<file path="src/rtl/mul_sequencer_pkg.sv">
// Shared definitions for the EXE-stage multiply sequencer: word/address
// widths and the sequencer state encoding.
package mul_sequencer_pkg;

  localparam int WORD_LEN          = 16;
  localparam int REG_FILE_ADDR_LEN = 4;

  typedef enum logic [1:0] {
    IDLE = 2'd0,
    RUN  = 2'd1,
    DONE = 2'd2
  } mul_state_t;

endpackage

</file>
<file path="src/rtl/mul_sequencer_if.sv">
// EXE-stage <-> multiply sequencer signal bundle. The pipeline side is the
// master; the sequencer is the slave.
interface mul_sequencer_if
  import mul_sequencer_pkg::*;
#(
  parameter int WIDTH  = WORD_LEN,
  parameter int ADDR_W = REG_FILE_ADDR_LEN
);

  logic              mul_en;
  logic [WIDTH-1:0]  op_a;
  logic [WIDTH-1:0]  op_b;
  logic [ADDR_W-1:0] dest_in;
  logic              freeze;
  logic              busy;
  logic [WIDTH-1:0]  result_lo;
  logic [WIDTH-1:0]  result_hi;
  logic              result_valid;
  logic [ADDR_W-1:0] dest_out;

  modport master (
    output mul_en, op_a, op_b, dest_in,
    input  freeze, busy, result_lo, result_hi, result_valid, dest_out
  );

  modport slave (
    input  mul_en, op_a, op_b, dest_in,
    output freeze, busy, result_lo, result_hi, result_valid, dest_out
  );

endinterface

</file>
<file path="src/rtl/mul_sequencer_shift_add_dp.sv">
// Shift-add multiplier datapath: accumulator, shifting multiplicand and
// multiplier, driven by load/step strobes from the sequencer.
module mul_shift_add_dp
  import mul_sequencer_pkg::*;
#(
  parameter int WIDTH = WORD_LEN
) (
  input  logic               clk,
  input  logic               rst,
  input  logic               load,
  input  logic               step,
  input  logic [WIDTH-1:0]   op_a,
  input  logic [WIDTH-1:0]   op_b,
  output logic [2*WIDTH-1:0] acc,
  output logic               mplier_zero
);

  logic [2*WIDTH-1:0] mcand;
  logic [WIDTH-1:0]   mplier;

  always_ff @(posedge clk or negedge rst) begin
    if (!rst) begin
      acc    <= '0;
      mcand  <= '0;
      mplier <= '0;
    end else if (load) begin
      acc    <= '0;
      mcand  <= {{WIDTH{1'b0}}, op_a};
      mplier <= op_b;
    end else if (step) begin
      if (mplier[0]) begin
        acc <= acc + mcand;
      end
      mcand  <= mcand << 1;
      mplier <= mplier >> 1;
    end
  end

  // Looks ahead: true when the multiplier is zero once this step's shift lands.
  assign mplier_zero = (mplier[WIDTH-1:1] == '0);

endmodule

</file>
<file path="src/rtl/mul_sequencer.sv">
// Multi-cycle multiply sequencer for EXE: freezes IF/ID/EXE while the
// shift-add datapath runs. MUL_EARLY_EXIT_EN enables data-dependent early exit.
//
// state | meaning
// IDLE  | waiting for MUL_EN; loads operands when it is seen
// RUN   | one multiplier bit per cycle, pipeline frozen
// DONE  | product valid for one cycle, MUL advances to MEM
module mul_sequencer
  import mul_sequencer_pkg::*;
#(
  parameter int WIDTH  = WORD_LEN,
  parameter int ADDR_W = REG_FILE_ADDR_LEN
) (
  input  logic            clk,
  input  logic            rst,
  mul_sequencer_if.slave  bus
);

  localparam int CNT_W = $clog2(WIDTH);

`ifdef MUL_EARLY_EXIT_EN
  localparam bit EARLY_EXIT = 1'b1;
`else
  localparam bit EARLY_EXIT = 1'b0;
`endif

  mul_state_t         state, state_nxt;
  logic [CNT_W-1:0]   cnt;
  logic [ADDR_W-1:0]  dest_q;
  logic [2*WIDTH-1:0] acc;
  logic               load, step, mplier_zero, last_iter;

  mul_shift_add_dp #(.WIDTH(WIDTH)) u_dp (
    .clk         (clk),
    .rst         (rst),
    .load        (load),
    .step        (step),
    .op_a        (bus.op_a),
    .op_b        (bus.op_b),
    .acc         (acc),
    .mplier_zero (mplier_zero)
  );

  assign last_iter = (cnt == CNT_W'(WIDTH - 1)) || (EARLY_EXIT && mplier_zero);

  always_ff @(posedge clk or negedge rst) begin
    if (!rst) begin
      state  <= IDLE;
      cnt    <= '0;
      dest_q <= '0;
    end else begin
      state <= state_nxt;
      if (load) begin
        cnt    <= '0;
        dest_q <= bus.dest_in;
      end else if (step) begin
        cnt <= cnt + 1'b1;
      end
    end
  end

  always_comb begin
    state_nxt = state;
    load      = 1'b0;
    step      = 1'b0;
    case (state)
      IDLE: begin
        if (bus.mul_en) begin
          load      = 1'b1;
          state_nxt = RUN;
        end
      end
      RUN: begin
        step = 1'b1;
        if (last_iter) begin
          state_nxt = DONE;
        end
      end
      DONE:    state_nxt = IDLE;
      default: state_nxt = IDLE;
    endcase
  end

  // Gated by rst so a held MUL_EN cannot stall the pipeline during reset.
  assign bus.freeze       = rst && (((state == IDLE) && bus.mul_en) || (state == RUN));
  assign bus.busy         = (state != IDLE);
  assign bus.result_valid = (state == DONE);
  assign bus.result_lo    = acc[WIDTH-1:0];
  assign bus.result_hi    = acc[2*WIDTH-1:WIDTH];
  assign bus.dest_out     = dest_q;

endmodule

</file>
<file path="src/flat_wrapper.sv">
// flat-port wrapper written by rule: the top's interface ports become plain ports
module mul_sequencer_flat import mul_sequencer_pkg::*;
#(
  parameter int WIDTH  = WORD_LEN,
  parameter int ADDR_W = REG_FILE_ADDR_LEN
)
  (clk, rst, bus_mul_en, bus_op_a, bus_op_b, bus_dest_in, bus_freeze, bus_busy, bus_result_lo, bus_result_hi, bus_result_valid, bus_dest_out);
  mul_sequencer_if #(.WIDTH(WIDTH), .ADDR_W(ADDR_W)) bus_i ();
  input  logic clk;
  input  logic rst;
  input wire logic [$bits(bus_i.mul_en)-1:0] bus_mul_en;
  input wire logic [$bits(bus_i.op_a)-1:0] bus_op_a;
  input wire logic [$bits(bus_i.op_b)-1:0] bus_op_b;
  input wire logic [$bits(bus_i.dest_in)-1:0] bus_dest_in;
  output wire logic [$bits(bus_i.freeze)-1:0] bus_freeze;
  output wire logic [$bits(bus_i.busy)-1:0] bus_busy;
  output wire logic [$bits(bus_i.result_lo)-1:0] bus_result_lo;
  output wire logic [$bits(bus_i.result_hi)-1:0] bus_result_hi;
  output wire logic [$bits(bus_i.result_valid)-1:0] bus_result_valid;
  output wire logic [$bits(bus_i.dest_out)-1:0] bus_dest_out;
  assign bus_i.mul_en = bus_mul_en;
  assign bus_i.op_a = bus_op_a;
  assign bus_i.op_b = bus_op_b;
  assign bus_i.dest_in = bus_dest_in;
  assign bus_freeze = bus_i.freeze;
  assign bus_busy = bus_i.busy;
  assign bus_result_lo = bus_i.result_lo;
  assign bus_result_hi = bus_i.result_hi;
  assign bus_result_valid = bus_i.result_valid;
  assign bus_dest_out = bus_i.dest_out;
  mul_sequencer #(.WIDTH(WIDTH), .ADDR_W(ADDR_W)) u_core (.clk(clk), .rst(rst), .bus(bus_i));
endmodule
</file>
<file path="config.mk">
export PLATFORM = sky130hd
export DESIGN_NAME = mul_sequencer_flat
export DESIGN_NICKNAME = d
export VERILOG_FILES = /design/src/rtl/mul_sequencer_pkg.sv /design/src/rtl/mul_sequencer_if.sv /design/src/rtl/mul_sequencer_shift_add_dp.sv /design/src/rtl/mul_sequencer.sv /design/src/flat_wrapper.sv
export SDC_FILE = /design/constraint.sdc
export NUM_CORES = 1
export LEC_CHECK = 0
export CAP_MARGIN = 10
export CORE_MARGIN = 2
export CORE_UTILIZATION = 55
export DETAILED_ROUTE_END_ITERATION = 10
export GPL_TIMING_DRIVEN = 0
export PLACE_DENSITY = 0.77
export SYNTH_ARGS = -nofsm -noshare
export SYNTH_HDL_FRONTEND = slang
export SYNTH_SLANG_ARGS = --single-unit
</file>
<file path="constraint.sdc">
create_clock -name clk -period 8.16 [get_ports clk]
set_clock_uncertainty 0.15 [all_clocks]
set_input_delay 1.632 -clock clk [delete_from_list [all_inputs] [get_ports clk]]
set_output_delay 1.632 -clock clk [all_outputs]
set_load 0.01 [all_outputs]
</file>
==> flow_summary.json, run 1 <==
{
  "n_fill_cell": 778,
  "maxCapViolations": 0,
  "syn-num-nets": 654,
  "num_io_pins": 78,
  "synth.avg_cell_area_um2": 8.85,
  "p_leak_nw": 2.88,
  "cts_tree": "done",
  "track_usage": 0.259,
  "grt_pass1_vias": 4380,
  "startpoint_type": "primary input",
  "use_met3": 0.0312,
  "use_met2": 0.423,
  "synthTopCellsByArea": "dfrtp_1, nand2_1, ha_1",
  "wl_per_cell_um": 16.2,
  "cts_hold_buf": 0,
  "cts_inserted_buffers": 9,
  "clkTransAtPathRegs_ns": 0.10,
  "drcViolationCount": 0,
  "vias": 4630,
  "yosysSeqAreaShare": 0.437,
  "timing.final.crit_share": 0.652,
  "ant_nets": 0,
  "slew_headroom": 0.586,
  "pre_cts_ws_ns": 2.80,
  "r2r_start": "u_core.u_dp.mcand[0]",
  "core_area_mm2": 0.00915,
  "finalSetupViolations": 0,
  "area_growth_pct": 21.6,
  "clock.fmax_mhz": 188,
  "mappedNetlistArea_mm2": 0.00515,
  "synth_edf_count": 0,
  "hold_violations": 0,
  "async_flop_share": 1.00,
  "cts_buffer_depth": 2,
  "die_w_um": 101,
  "drt_pass1_iterations": 5,
  "drive_above_1_share": 0.0444,
  "synthFlopType": "dfrtp_1",
  "worst-r2r-cell-count": 10,
  "powerDensity_mw_per_mm2": 414,
  "ys_warn_count": 0,
  "yosys.area.top_type": "dfrtp_1",
  "setup_tns_ns": 0,
  "initial_utilization": 0.563,
  "top_usage_layer": "met2",
  "clock-root-buffer": "clkbuf_8",
  "gp_congestion": 0.957,
  "hp-start": "u_core.u_dp.mplier[3]",
  "endpoint": "bus_freeze",
  "path_class": "in -> out",
  "postCtsResizedCells": 0,
  "design_area_mm2": 0.00626,
  "finalMaxSlewViolations": 0,
  "dieArea_mm2": 0.0102,
  "r2r_setup_slack_ns": 5.03,
  "netlist_instances": 582,
  "status": "finished clean",
  "use_met1": 0.355,
  "nets": 743,
  "crit_arrival_ns": 3.54,
  "holdCritPathClass": "reg -> reg",
  "fin_ws_ns": 2.84,
  "drtIter0Drc": 219,
  "antennaDiodeCount": 0,
  "cts_num_sinks": 90,
  "dpl_cell_area_mm2": 0.00609,
  "ys_seq_elements": 90,
  "endpoint_kind": "output pin",
  "grt_pass1_wl_um": 20900,
  "via_per_inst": 5.88,
  "path_max_fanout": 10,
  "crit_start": "bus_mul_en",
  "rsz0062_at_grt": "false",
  "drt_wl_total_um": 12800,
  "layout_min_cycle_time_ns": 5.32,
  "yosysTopAreaCellShare": 0.437,
  "hpwl_um": 9430,
  "crit_required_ns": 6.38,
  "ctsHtreeMaxLevel": 3,
  "grt_max_degree": 60,
  "clock_latency_ns": 0.37,
  "worst_slew_pin_slew_ns": 0.621,
  "port_buffers": 77,
  "overflow": 0,
  "synth_cell_types": 55,
  "r2r-end": "u_core.u_dp.acc[30]",
  "antenna_found_initial": 0,
  "rows": 35,
  "die_h_um": 101,
  "cts_setup_buffers": 0,
  "peakVddDrop_mv": 0.188
}
## final cells by class
cell class / count / area [um2] / share of cell area
plain buffers: 28 / 108 / 0.0172
multi-input cells: 457 / 2770 / 0.442
repair buffers: 78 / 796 / 0.127
flip-flops and latches: 90 / 2250 / 0.360
inverters: 7 / 26.3 / 0.00420
well taps: 111 / 139 / 0.0222
clock inverters: 6 / 48.8 / 0.00779
clock buffers: 10 / 128 / 0.0204
## per-layer routing
| metal | wire length [um] | share of wire |
|---|---|---|
| met5 | 0 | 0 |
| met4 | 152 | 0.012 |
| met3 | 483 | 0.038 |
| met2 | 6270 | 0.49 |
| met1 | 5850 | 0.46 |
## metrics by stage
stage / utilization / hold WS (ns) / cells / total power [mW]
final: 0.684 / 0.338 / 787 / 2.59
after global routing: 0.684 / 0.366 / 787 / 2.82
after CTS: 0.684 / 0.337 / 787 / 2.59
after detailed placement: 0.665 / 0.313 / 771 / 2.30
after global placement: 0.662 / 0.308 / 770 / 2.23
after floorplan: - / 0.296 / 582 / 1.81
## where the power goes
group | internal, mW | leakage (nW) | total (mW) | switching, mW
clock | 0.114 | 0.0795 | 0.285 | 0.171
combinational | 0.652 | 1.66 | 1.50 | 0.851
sequential | 0.644 | 1.14 | 0.807 | 0.163
total | 1.41 | 2.88 | 2.59 | 1.19
## critical path, cell delays in order
cell and delay [ns]:
clkdlybuf4s50_1 0.47, and2_1 0.13, clkbuf_1 0.39, nor2_1 0.22
nor2b_1 0.15, clkdlybuf4s50_1 0.54
## synth_stat cells, drive strengths merged (4+ instances only)
| library cell | n |
|---|---|
| nor2 | 17 |
| buf | 4 |
| xor2 | 13 |
| clkbuf | 24 |
| a21oi | 26 |
| inv | 7 |
| a31oi | 4 |
| nand2b | 5 |
| a21o | 14 |
| nor3 | 7 |
| nor2b | 5 |
| and2 | 4 |
| nand4 | 6 |
| o21bai | 7 |
| a211oi | 5 |
| dfrtp | 90 |
| a22oi | 30 |
| ha | 32 |
| o21ai | 61 |
| nand2 | 158 |
| nand3 | 7 |
| nor3b | 5 |
| xnor2 | 12 |
## cell usage in the layout, fill, tap and decap left out, types with 6 or more instances in the layout
cell / Yosys / routed
ha_1: 32 / 32
xor2_1: 13 / 13
clkbuf_8: 0 / 9
nor2_1: 17 / 17
nand2_1: 158 / 158
xnor2_1: 12 / 12
a21o_1: 13 / 13
inv_1: 7 / 7
nand4_1: 6 / 6
dfrtp_1: 90 / 90
nand3_1: 7 / 7
clkbuf_1: 24 / 25
clkdlybuf4s50_1: 0 / 76
a22oi_1: 30 / 30
o21ai_1: 7 / 7
o21ai_0: 54 / 54
o21bai_1: 7 / 7
a21oi_1: 24 / 24
## logic make-up (layout without fill, tap and decap cells)
group | Yosys count | in the layout | synth area share
flops | 90 | 90 | 0.437
simple gates | 225 | 225 | 0.191
fa+ha+maj | 33 | 33 | 0.0816
compound gates | 172 | 172 | 0.217
xor+xnor | 25 | 25 | 0.0425
mux | 2 | 2 | 0.00389
buf+inv | 35 | 129 | 0.0260
## state kept, by name (all words and copies together), names as in the netlist
name,count
u_core.u_dp.acc,32
u_core.u_dp.mcand,32
u_core.u_dp.mplier,16
u_core.bus.dest_out,4
u_core.cnt,4
u_core.state,2
## how the worst min path moves through the flow
| stage | to | slack (ns) | depth (start not counted) |
|---|---|---|---|
| 2_1_floorplan | u_core.u_dp.mplier[10] | 0.30 | 2 |
| 3_3_place_gp | u_core.u_dp.mplier[7] | 0.31 | 2 |
| 3_5_place_dp | u_core.u_dp.mplier[3] | 0.31 | 2 |
| 4_1_cts | u_core.u_dp.mplier[3] | 0.34 | 2 |
| 5_1_grt | u_core.u_dp.mplier[2] | 0.37 | 2 |
| 6_report | u_core.u_dp.mplier[3] | 0.34 | 2 |
Power figures use the tool's default switching activity.
==> run 2: changes to the inputs <==
- clock period: 8.16 -> 5.5 ns (I/O delays scaled with it)
==> results of run 2 <==
The final DEF is identical to that of run 1. Status: finished clean.
Among the figures that moved: setup slack after placement 2.80 ns -> 1.21 ns; setup slack after layout 2.84 ns -> 1.25 ns; register-to-register setup slack 5.03 ns -> 2.37 ns; total power 2.59 mW -> 3.85 mW; worst IR drop on VDD 0.188 mV -> 0.279 mV
